### config.mk
export PLATFORM = sky130hd
export DESIGN_NAME = pipelined_cla_addsub
export DESIGN_NICKNAME = d
export VERILOG_FILES = /design/src/rtl/arith_pkg.sv /design/src/rtl/cla_segment.sv /design/src/rtl/pipelined_cla_addsub.sv
export SDC_FILE = /design/constraint.sdc
export NUM_CORES = 1
export LEC_CHECK = 0
export ABC_CLOCK_PERIOD_IN_PS = 10200
export CAP_MARGIN = 15
export CORE_MARGIN = 2
export CORE_UTILIZATION = 60
export CTS_BUF_LIST = sky130_fd_sc_hd__clkbuf_4
export DETAILED_ROUTE_END_ITERATION = 8
export PLACE_DENSITY = 0.79
export SLEW_MARGIN = 20
export SYNTH_ARGS = -nofsm -noshare
export SYNTH_HDL_FRONTEND = slang
export SYNTH_SLANG_ARGS = --single-unit
### constraint.sdc
create_clock -name clk -period 10.2 [get_ports clk]
set_input_delay 1.53 -clock clk [delete_from_list [all_inputs] [get_ports clk]]
set_output_delay 1.53 -clock clk [all_outputs]
set_load 0.01 [all_outputs]
### src/rtl/arith_pkg.sv
// Shared arithmetic definitions for the pipelined lookahead adder/subtractor.
//   OP_ADD / OP_SUB : values of the per-beat 'sub' mode bit.
//   stage_t         : bundle carried between lookahead pipeline stages.
//   calc_nseg       : number of pipeline stages for an N-bit, SEG-bit split.
//   seg_cfg_ok      : legality test for an (N, SEG) pair.
package arith_pkg;

    localparam logic OP_ADD = 1'b0;
    localparam logic OP_SUB = 1'b1;

    // Widest operand the stage bundle can carry. Narrower datapaths
    // zero-extend into it; the unused upper bits are constant and get pruned.
    localparam int MAX_N = 128;

    typedef struct packed {
        logic             vld;    // beat occupies this stage
        logic [MAX_N-1:0] a;      // operand A, segments not yet resolved
        logic [MAX_N-1:0] b;      // operand B as presented (inverted per segment when sub)
        logic             carry;  // carry into the next unresolved segment
        logic             sub;    // mode of this beat
        logic [MAX_N-1:0] sum;    // low segments already resolved (deskew)
    } stage_t;

    function automatic int calc_nseg(input int n, input int seg);
        return n / seg;
    endfunction

    function automatic bit seg_cfg_ok(input int n, input int seg);
        return (seg > 0) && (n > 0) && (n <= MAX_N) && ((n % seg) == 0);
    endfunction

endpackage

### src/rtl/cla_segment.sv
// One SEG-bit carry-lookahead segment, purely combinational.
//   a, b   : segment operand bits (b already inverted for subtraction)
//   cin    : carry into the segment
//   sum    : segment sum bits
//   cout   : carry out of the segment MSB
//   c_msb  : carry into the segment MSB (used for signed overflow)
module cla_segment #(
    parameter int SEG = 4
) (
    input  logic [SEG-1:0] a,
    input  logic [SEG-1:0] b,
    input  logic           cin,
    output logic [SEG-1:0] sum,
    output logic           cout,
    output logic           c_msb
);

    logic [SEG-1:0] g;
    logic [SEG-1:0] p;
    logic [SEG:0]   c;

    assign g = a & b;
    assign p = a ^ b;

    // Every carry is built as its own sum of products over the generate and
    // propagate terms below it plus cin, so no carry depends on another.
    always_comb begin
        logic acc;
        logic prop;
        c    = '0;
        acc  = 1'b0;
        prop = 1'b0;
        c[0] = cin;
        for (int i = 0; i < SEG; i++) begin
            acc  = g[i];
            prop = p[i];
            for (int j = i - 1; j >= 0; j--) begin
                acc  = acc | (prop & g[j]);
                prop = prop & p[j];
            end
            c[i+1] = acc | (prop & cin);
        end
    end

    assign sum   = p ^ c[SEG-1:0];
    assign cout  = c[SEG];
    assign c_msb = c[SEG-1];

endmodule

### src/rtl/pipelined_cla_addsub.sv
// N-bit adder/subtractor resolved one SEG-bit lookahead segment per stage.
// Stage k resolves segment k; operands for the upper segments ride along in
// a skew register and resolved low sum bits in a deskew register, so the
// whole result appears at once NSEG cycles after acceptance.
//   clk, rst_n          : clock, asynchronous active-low reset
//   in_valid / in_ready : operand beat handshake
//   a, b, c_in, sub     : operands, carry/borrow-in, mode (0 add, 1 subtract)
//   out_valid/out_ready : result handshake
//   sum, c_out          : result and carry-out (NOT borrow-out when subtracting)
//   ovf, zero           : signed overflow, result equals zero
module pipelined_cla_addsub
    import arith_pkg::*;
#(
    parameter int N   = 32,
    parameter int SEG = 4
) (
    input  logic         clk,
    input  logic         rst_n,
    input  logic         in_valid,
    output logic         in_ready,
    input  logic [N-1:0] a,
    input  logic [N-1:0] b,
    input  logic         c_in,
    input  logic         sub,
    output logic         out_valid,
    input  logic         out_ready,
    output logic [N-1:0] sum,
    output logic         c_out,
    output logic         ovf,
    output logic         zero
);

    localparam int NSEG = calc_nseg(N, SEG);

    if (!seg_cfg_ok(N, SEG)) begin : g_cfg_err
        $error("pipelined_cla_addsub: N must be a positive multiple of SEG and at most MAX_N");
    end

    // Single global enable: the whole pipe advances or the whole pipe holds.
    logic adv;
    assign adv      = ~out_valid | out_ready;
    assign in_ready = adv;

    for (genvar k = 0; k < NSEG; k++) begin : g_seg
        stage_t         cur;
        logic [SEG-1:0] seg_b;
        logic [SEG-1:0] seg_sum;
        logic           seg_cout;
        logic           seg_cmsb;

        if (k == 0) begin : g_in
            // Stage 0 input: raw port values; a borrow-in becomes an inverted carry-in.
            always_comb begin
                cur       = '0;
                cur.vld   = in_valid;
                cur.a     = MAX_N'(a);
                cur.b     = MAX_N'(b);
                cur.sub   = sub;
                cur.carry = c_in ^ sub;
            end
        end else begin : g_mid
            assign cur = g_seg[k-1].g_reg.stg_p;
        end

        assign seg_b = cur.b[k*SEG +: SEG] ^ {SEG{cur.sub == OP_SUB}};

        cla_segment #(
            .SEG (SEG)
        ) u_cla (
            .a     (cur.a[k*SEG +: SEG]),
            .b     (seg_b),
            .cin   (cur.carry),
            .sum   (seg_sum),
            .cout  (seg_cout),
            .c_msb (seg_cmsb)
        );

        if (k < NSEG - 1) begin : g_reg
            stage_t nxt;
            stage_t stg_p;

            always_comb begin
                nxt                   = cur;
                nxt.sum[k*SEG +: SEG] = seg_sum;
                nxt.carry             = seg_cout;
            end

            // ---- stage k -> stage k+1 boundary ----
            always_ff @(posedge clk or negedge rst_n) begin
                if (!rst_n) begin
                    stg_p.vld <= 1'b0;
                end else if (adv) begin
                    stg_p <= nxt;
                end
            end
        end
    end

    // Final segment: merge its bits with the deskewed low segments.
    logic         last_vld;
    logic [N-1:0] last_sum;
    logic         last_cout;
    logic         last_cmsb;

    assign last_vld  = g_seg[NSEG-1].cur.vld;
    assign last_cout = g_seg[NSEG-1].seg_cout;
    assign last_cmsb = g_seg[NSEG-1].seg_cmsb;

    always_comb begin
        last_sum               = g_seg[NSEG-1].cur.sum[N-1:0];
        last_sum[N-1 -: SEG]   = g_seg[NSEG-1].seg_sum;
    end

    // ---- final stage -> output register boundary ----
    // Signed overflow is the disagreement between the carries into and out of
    // the MSB, equivalent to same-sign operands producing an opposite-sign sum.
    always_ff @(posedge clk or negedge rst_n) begin
        if (!rst_n) begin
            out_valid <= 1'b0;
            sum       <= '0;
            c_out     <= 1'b0;
            ovf       <= 1'b0;
            zero      <= 1'b0;
        end else if (adv) begin
            out_valid <= last_vld;
            sum       <= last_sum;
            c_out     <= last_cout;
            ovf       <= last_cout ^ last_cmsb;
            zero      <= ~|last_sum;
        end
    end

endmodule

==> impl_metrics.toml, run 1 <==
[critical_path]
crit_path_start_kind = "input port"
cp.depth = 5
crit_arrival_ns = 3.51
path_common_cell = "clkdlybuf4s50_1"
crit_path_end_kind = "output port"
max_stage_delay_ns = 0.66
cp.buffers_inverters = 4
cp_top_family = "buffers and inverters"
cp.required_ns = 8.67
ff2ff_path_depth = 5
crit_fanout = 44
worstPathCellList = "clkdlybuf4s50_1 -> nor2b_2 -> buf_4 -> inv_2 -> clkdlybuf4s50_1"
cp_slowest_cell = "clkdlybuf4s50_1"
critPathKind = "in -> out"

[global_route]
grt_pass1_wl_um = 29900
grt_use_total_pct = 15.7
grt_overflow = 0
grt_max_degree = 219
antenna_found_initial = 1
grt_pass1_vias = 6534

[synthesis]
synthCells = 709
synth.ff_latch_count = 393
syn_area_per_cell_um2 = 19.3
yosys.area.top_type = "edfxtp_1"
synth_area_leaders = "edfxtp_1 77%, dfrtp_1 7.9%, nand2_1 3.1%, ha_1 2.9%, xor2_1 2.5%"
synth.most_common_cell = "edfxtp_1"
async_flop_share_pct = 10.9
synth_edf_count = 350
synth_top_area_share_pct = 77.0
synth_area_um2 = 13700
synth_cell_types = 33
seq_area_frac_synth_pct = 84.9
synth_nets = 819
yosys_warnings = 0
ys_dominant_reg_cell = "edfxtp_1"
synth_common_cells = "350 x edfxtp_1, 111 x nand2_1, 43 x dfrtp_1, 39 x xor2_1, 35 x inv_1"

[floorplanning]
coreArea_um2 = 22500
num_rows = 55
die_height_um = 155
initial_core_util_pct = 60.7
pin_count = 107
die_w_um = 155
dieArea_um2 = 24000

[cts]
post_cts_buffers = 0
htreeDepth = 3
worstSkewPairLatency_ns = 0.67
cts-buffers-inserted = 92
cts_resized = 0
cts_root_buf = "clkbuf_4"
cts_buffer_depth = 3
cts_tree = "done"
hold_buffers = 0
clkTransAtPathRegs_ns = 0.08
clock-sinks = 393

[timing]
hold_viol = 0
slew-limit-headroom_pct = 25.8
finalMaxSlewViolations = 0
worstMarginPinSlew_ns = 1.11
tns_ns = 0
max_freq_ghz = 0.198
setup_violations = 0
finalCritPeriodShare_pct = 49.4
min_period_ns = 5.04
setup_ws_ns = 5.16
rsz0062_at_grt = "no"
finClkSkew_ns = 0.0274

[power_and_ir_drop]
combPwrFrac_pct = 15.6
ir_drop_mv = 0.125
p_leak_nw = 6.19
pwr-share-clk_pct = 28.6
power_frac_seq_pct = 55.9
p_sw_share_pct = 24.9
intPower_mw = 3.12
p_switching_mw = 1.03
power_density_nw_per_um2 = 257

[routing]
drtIter0Drc = 430
viasPerCell = 4.99
drc_errors = 0
wl_um = 18100
dr_total_vias = 6199
wl_per_cell_um = 14.6
antenna_left = 0
dr.pass1.iters = 4

[placement]
dpl.hpwl_um = 10800
globalplace.congestion = 0.773
numPortBuffers = 106
post_dp_cell_area_um2 = 15100
dp_slack_ns = 5.18

[layout]
postLayoutCoreUtil_pct = 71.9
seq_area_um2 = 11600
nFillCells = 1330
area_delta_synth_final_pct = 18.5
multi_input_area_um2 = 1890
stdcell_area_um2 = 16200
fin_nets = 1012
drive_above_1_share_pct = 15.7

[worst_hold_path]
hold_path_depth = 0
worstHoldPathType = "reg -> reg"

[outcome]
outcome = "completed"

[job]
maxCapViolations = 0
-- state kept, by name, summed over array words and instances (netlist names) --
register,cells
zero,1
c_out,1
out_valid,1
sum,32
last_vld,1
ovf,1
g_seg.g_reg.stg_p,356
-- per-stage QoR --
step / instances / power [mW] / hold slack, ns
final: 1243 / 4.15 / 0.394
after global routing: 1243 / 4.38 / 0.397
after CTS: 1242 / 4.20 / 0.391
after detailed placement: 1093 / 3.00 / 0.405
after global placement: 1093 / 2.93 / 0.402
after floorplan: 709 / 2.73 / 0.400
-- power groups by stage --
stage          sequential (mW)  combinational (mW)  clock (mW)
6_report                  2.32               0.646        1.19
5_1_grt                   2.35               0.718        1.31
4_1_cts                   2.32               0.651        1.23
3_5_place_dp              2.35               0.645           0
3_3_place_gp              2.33               0.601           0
2_1_floorplan             2.37               0.365           0
-- placed cells by master, fill, tap and decap left out, types with 6 or more instances in the layout --
master / synthesis / routed
a21o_1: 12 / 12
a21oi_1: 12 / 12
clkbuf_4: 0 / 133
clkdlybuf4s50_1: 0 / 105
clkinv_1: 0 / 9
dfrtp_1: 43 / 43
edfxtp_1: 350 / 350
fa_1: 8 / 8
ha_1: 32 / 32
inv_1: 35 / 35
nand2_1: 111 / 111
nor2_1: 6 / 6
nor4_1: 6 / 6
o21bai_1: 8 / 8
xnor2_1: 15 / 15
xor2_1: 39 / 39
-- kinds of logic (layout without fill, tap and decap cells) --
| group | count (synthesis) | in the layout | share of synthesized area, % |
|---|---|---|---|
| compound gates | 40 | 40 | 2.05 |
| xor+xnor | 56 | 56 | 3.70 |
| fa+ha+maj | 40 | 40 | 4.11 |
| buf+inv | 46 | 294 | 1.30 |
| flops | 393 | 393 | 84.9 |
| other cells | 0 | 1 | 0 |
| simple gates | 134 | 134 | 3.96 |
-- final cells by class --
type                    count  area share, %
inverters                  36          0.835
well taps                 285           2.20
multi-input cells         270           11.7
repair buffers            109           6.74
diodes                      1         0.0155
clock buffers             133           6.17
clock inverters            16          0.719
flip-flops and latches    393           71.6
-- layer usage --
layer / vias to the layer above / global-route usage [%] / part of all wire (%)
met4: 0 / 8.91 / 2.7
li1: 3015 / - / -
met5: - / 0 / 0
met2: 210 / 24.9 / 50
met3: 40 / 4.71 / 6.4
met1: 2934 / 19.7 / 41
-- path summary, 6_finish.rpt --
path / start / end / slack, ns
worst min register to register: g_seg[4].g_reg.stg_p[282]$_DFFE_PP_ / g_seg[5].g_reg.stg_p[282]$_DFFE_PP_ / 0.39
worst max-delay path: out_ready / in_ready / 5.16
max in group asynchronous: rst_n / c_out$_DFFE_PN0N_ / 8.62
min in group asynchronous: rst_n / sum[17]$_DFFE_PN0N_ / 0.99
worst max register to register: out_valid$_DFFE_PN0N_ / g_seg[5].g_reg.stg_p[7]$_DFFE_PP_ / 6.78
worst min-delay path: g_seg[4].g_reg.stg_p[282]$_DFFE_PP_ / g_seg[5].g_reg.stg_p[282]$_DFFE_PP_ / 0.39
Power figures use the tool's default switching activity.
==> inputs of run 2 (changes only) <==
--- a/config.mk
+++ b/config.mk
@@ -5,13 +5,13 @@
 export SDC_FILE = /design/constraint.sdc
 export NUM_CORES = 1
 export LEC_CHECK = 0
-export ABC_CLOCK_PERIOD_IN_PS = 10200
+export ABC_CLOCK_PERIOD_IN_PS = 4350
 export CAP_MARGIN = 15
 export CORE_MARGIN = 2
-export CORE_UTILIZATION = 60
+export CORE_UTILIZATION = 54
 export CTS_BUF_LIST = sky130_fd_sc_hd__clkbuf_4
 export DETAILED_ROUTE_END_ITERATION = 8
-export PLACE_DENSITY = 0.79
+export PLACE_DENSITY = 0.75
 export SLEW_MARGIN = 20
 export SYNTH_ARGS = -nofsm -noshare
 export SYNTH_HDL_FRONTEND = slang
==> constraint.sdc (replaced) <==
create_clock -name clk -period 4.35 [get_ports clk]
set_input_delay 0.6525 -clock clk [delete_from_list [all_inputs] [get_ports clk]]
set_output_delay 0.6525 -clock clk [all_outputs]
set_load 0.01 [all_outputs]
==> impl_metrics.toml, run 2 (synthesized netlist as in run 1, its figures left out) <==
[floorplanning]
die_w_um = 163
pin_count = 107
die_height_um = 163
num_rows = 58
coreArea_um2 = 25000
initial_core_util_pct = 54.7
dieArea_um2 = 26600

[routing]
highest_layer = "met4"
antenna_left = 0
wl_met1_um = 7500
wl_um = 16700
drc_errors = 0
viasPerCell = 4.63
wl_per_cell_um = 12.7
dr_wl_met2_um = 7760
wl_met3_um = 1050
drtIter0Drc = 415
dr.pass1.iters = 6
dr_total_vias = 6093

[power_and_ir_drop]
ir_drop_mv = 0.270
total_power_mw = 9.89
power_density_nw_per_um2 = 600
p_leak_nw = 6.31

[critical_path]
critPathKind = "in -> out"
crit_fanout = 44
crit_path_end_kind = "output port"
ff2ff_path_depth = 5
cp.required_ns = 3.70
crit_arrival_ns = 2.23
cp-startpoint = "out_ready"
crit_path_start_kind = "input port"
timing.rr.start = "out_valid$_DFFE_PN0N_"

[cts]
hold_buffers = 1
cts_resized = 0
worstSkewPairLatency_ns = 0.67
cts-buffers-inserted = 93
clock-sinks = 393
post_cts_buffers = 0
cts_buffer_depth = 3
clkTransAtPathRegs_ns = 0.06
cts_root_buf = "clkbuf_4"
cts_tree = "done"
htreeDepth = 3

[global_route]
grt_use_total_pct = 13.3
antenna_found_initial = 1
grt_pass1_wl_um = 28200
grt_pass1_vias = 6248
grt_overflow = 0
grt_max_degree = 70

[layout]
final_cell_count_no_fill = 1317
layout_commonest_cell = "edfxtp_1"
largest_reg_flops = 356
regMostFlops = "g_seg.g_reg.stg_p"
layout_common_cells = "350 x edfxtp_1, 136 x clkbuf_4, 111 x nand2_1"
fin_nets = 1020
drive_above_1_share_pct = 16.5
nFillCells = 1695
reg_top3 = "g_seg.g_reg.stg_p x356, sum x32"
postLayoutCoreUtil_pct = 66.1
area_delta_synth_final_pct = 20.8

[placement]
dpl.hpwl_um = 10300
globalplace.congestion = 0.745
numPortBuffers = 106
dpl.cell_count = 1144

[outcome]
outcome = "completed"

[worst_hold_path]
hold_path_depth = 0
holdCritStartpoint = "g_seg[4].g_reg.stg_p[286]$_DFFE_PP_"
worstHoldPathType = "reg -> reg"

[job]
maxCapViolations = 0

[timing]
finalMaxSlewViolations = 0
worstMarginPinSlew_ns = 0.595
rsz0062_at_grt = "no"
finClkSkew_ns = 0.0382
tns_ns = 0
finalCritPeriodShare_pct = 66.2
hold_viol = 0
slew-limit-headroom_pct = 60.3
max_freq_ghz = 0.347
setup_violations = 0
min_period_ns = 2.88
## run 2: changes by cell type in the layout (fill, tap and decap cells not counted), sizes merged
cell and delta:
clkinv +16, clkinvlp +1, bufinv +2, clkbuf +3, dlygate4sd3 +1, buf +6
## run 2: final timing paths
| kind | end | slack (ns) |
|---|---|---|
| max reg2reg | g_seg[2].g_reg.stg_p[270]$_DFFE_PP_ | 2.03 |
| min | g_seg[5].g_reg.stg_p[286]$_DFFE_PP_ | 0.39 |
| max in group asynchronous | sum[16]$_DFFE_PN0N_ | 3.39 |
| min reg2reg | g_seg[5].g_reg.stg_p[286]$_DFFE_PP_ | 0.39 |
| max | in_ready | 1.47 |
| min in group asynchronous | sum[29]$_DFFE_PN0N_ | 0.60 |
## run 2: routing by layer
| layer | up-vias | GRT usage [%] |
|---|---|---|
| li1 | 3065 | - |
| met1 | 2824 | 17.4 |
| met2 | 170 | 20.3 |
| met3 | 34 | 4.05 |
| met4 | 0 | 7.08 |
| met5 | - | 0 |
## run 2: through the flow
step | setup slack (ns) | area (um2) | hold slack, ns
after floorplan | 0.524 | 13700 | 0.357
after global placement | 1.44 | 15200 | 0.401
after detailed placement | 1.37 | 15200 | 0.405
after CTS | 1.42 | 16500 | 0.394
after global routing | 1.29 | 16500 | 0.407
final | 1.47 | 16500 | 0.387
## run 2: final cells by class
type                    count  area, um2  area share, %
diodes                      1       2.50         0.0152
clock buffers             136       1020           6.19
clock inverters            35        245           1.49
inverters                  36        135          0.819
multi-input cells         270       1890           11.5
flip-flops and latches    393      11600           70.3
well taps                 330        413           2.50
repair buffers            116       1200           7.25
## run 2: report_power, final
part / switching [mW] / leakage (nW) / internal [mW] / total, mW
clock network: 1.31 / 0.744 / 1.68 / 2.99
registers: 0.283 / 3.88 / 5.12 / 5.41
logic: 0.803 / 1.68 / 0.694 / 1.50
total: 2.40 / 6.31 / 7.50 / 9.89
## run 2: critical path, stage by stage
cell	delay [ns]
clkdlybuf4s50_1	0.41
nor2b_2	0.10
buf_4	0.38
inv_2	0.16
clkdlybuf4s50_1	0.51
==> inputs of run 3 (changes only) <==
--- a/config.mk
+++ b/config.mk
@@ -5,7 +5,7 @@
 export SDC_FILE = /design/constraint.sdc
 export NUM_CORES = 1
 export LEC_CHECK = 0
-export ABC_CLOCK_PERIOD_IN_PS = 4350
+export ABC_CLOCK_PERIOD_IN_PS = 2400
 export CAP_MARGIN = 15
 export CORE_MARGIN = 2
 export CORE_UTILIZATION = 54
==> constraint.sdc (replaced) <==
create_clock -name clk -period 2.4 [get_ports clk]
set_input_delay 0.36 -clock clk [delete_from_list [all_inputs] [get_ports clk]]
set_output_delay 0.36 -clock clk [all_outputs]
set_load 0.01 [all_outputs]
==> impl_metrics.toml, run 3 (synthesized netlist as in run 1, its figures left out) <==
[routing]
wl_um = 16200
drc_errors = 0
dr.pass1.iters = 5
drtIter0Drc = 481
wl_per_cell_um = 12.3
antenna_left = 0
dr_total_vias = 6048
viasPerCell = 4.61

[critical_path]
r2r_setup_slack_ns = 0.22
crit_path_start_kind = "flip-flop"
crit_path_end_kind = "flip-flop"
cp.required_ns = 3.00
max_stage_delay_ns = 0.49
crit_fanout = 4
cp_top_family = "simple AND/OR/NAND/NOR gates"
critPathKind = "reg -> reg"
cp_slowest_cell = "fa_1"
crit_arrival_ns = 2.77
worstPathCellList = "xor2_1 -> fa_1 -> nor4_2 -> nand4_1 -> nor3_1 -> a32o_1"
cp.buffers_inverters = 0

[layout]
postLayoutCoreUtil_pct = 66.0
drive_above_1_share_pct = 16.7
reg_top3 = "g_seg.g_reg.stg_p x356, sum x32"
fin_nets = 1021
layout_common_cells = "350 x edfxtp_1, 137 x clkbuf_4, 111 x nand2_1"
largest_reg_flops = 356
nFillCells = 1766
layout_commonest_cell = "edfxtp_1"
regMostFlops = "g_seg.g_reg.stg_p"
area_delta_synth_final_pct = 20.7

[cts]
post_cts_buffers = 0
cts-buffers-inserted = 92
worstSkewPairLatency_ns = 0.66
cts_buffer_depth = 3
htreeDepth = 3
clock-sinks = 393
cts_root_buf = "clkbuf_4"
clkTransAtPathRegs_ns = 0.06
cts_tree = "done"

[global_route]
grt_pass1_wl_um = 27000
grt_use_total_pct = 12.8
grt_max_degree = 86
grtUsageMet1_pct = 16.9
grt_overflow = 0
use_met2_pct = 19.1
grt_pass1_vias = 5990
antenna_found_initial = 1
top_usage_layer = "met2"
met3_usage_pct = 4.07

[timing]
finalMaxSlewViolations = 0
slew-limit-headroom_pct = 65.3
finalCritPeriodShare_pct = 90.7
finClkSkew_ns = 0.0285
max_freq_ghz = 0.459
worstMarginPinSlew_ns = 0.521
rsz0062_at_grt = "no"
min_period_ns = 2.18
setup_violations = 0
fin_hold_ws_ns = 0.240
hold_viol = 0

[placement]
globalplace.congestion = 0.713
numPortBuffers = 106
dpl.hpwl_um = 9970

[job]
maxCapViolations = 0

[floorplanning]
num_rows = 58
die_w_um = 163
pin_count = 107
initial_core_util_pct = 54.7
die_height_um = 163
dieArea_um2 = 26600
coreArea_um2 = 25000

[worst_hold_path]
worstHoldPathType = "in -> reg"

[power_and_ir_drop]
ir_drop_mv = 0.554
power_density_nw_per_um2 = 1080
p_leak_nw = 6.30

[outcome]
outcome = "completed"
## run 3: cell types whose count changed in the layout (fill, tap and decap cells not counted), sizes merged
cell | before | now
buf | 10 | 12
bufinv | 4 | 3
clkbuf | 136 | 137
clkinv | 28 | 24
inv | 38 | 36
## run 3: timing repair
action	4_1_cts	5_1_grt
endpoints found under the hold margin	43	0
hold buffers	1	0
gates resized for setup	0	1
setup endpoints to repair	0	1
## run 3: final timing paths
| check | from | end | cells after the start |
|---|---|---|---|
| setup / recovery | g_seg[6].g_reg.stg_p[128]$_DFFE_PP_ | zero$_DFFE_PN0N_ | 6 |
| min in group asynchronous | rst_n | ovf$_DFFE_PN0N_ | 3 |
| hold reg to reg | g_seg[0].g_reg.stg_p[146]$_DFFE_PP_ | g_seg[1].g_reg.stg_p[146]$_DFFE_PP_ | 0 |
| hold / removal | in_valid | g_seg[0].g_reg.stg_p[386]$_DFFE_PN0N_ | 3 |
| setup reg to reg | g_seg[6].g_reg.stg_p[128]$_DFFE_PP_ | zero$_DFFE_PN0N_ | 6 |
| max in group asynchronous | rst_n | sum[14]$_DFFE_PN0N_ | 3 |
## run 3: worst min-delay path, cell delays in order
cell and delay, ns:
clkdlybuf4s50_1 0.40, nand2_1 0.06, nand2_1 0.04
## run 3: final cells by class
cell class,count,area [um2],share of cell area [%]
Inverter,36,138,0.835
Timing Repair Buffer,118,1220,7.42
Sequential cell,393,11600,70.3
Clock buffer,137,1030,6.24
Antenna cell,1,2.50,0.0152
Clock inverter,28,193,1.17
Multi-Input combinational cell,270,1900,11.5
Tap cell,330,413,2.51
## run 3: report_power, final
part	internal, mW	leakage (nW)	switching (mW)
registers	9.29	3.88	0.511
logic	1.28	1.70	1.43
clock network	2.94	0.720	2.32
## run 3: stage by stage
stage	setup WS, ns	setup TNS [ns]	area (um2)	power (mW)	cells
after floorplan	-1.23	-431.50	13700	11.5	709
after global placement	0.154	0	15200	12.5	1146
after detailed placement	0.0650	0	15200	12.7	1146
after CTS	0.0977	0	16500	18.0	1312
after global routing	0.0696	0	16500	18.9	1313
final	0.223	0	16500	17.8	1313
## run 3: routing by layer
| layer | share of wire, % | wire length (um) |
|---|---|---|
| met1 | 45 | 7270 |
| met2 | 47 | 7560 |
| met3 | 6.0 | 970 |
| met4 | 2.2 | 351 |
| met5 | 0 | 0 |
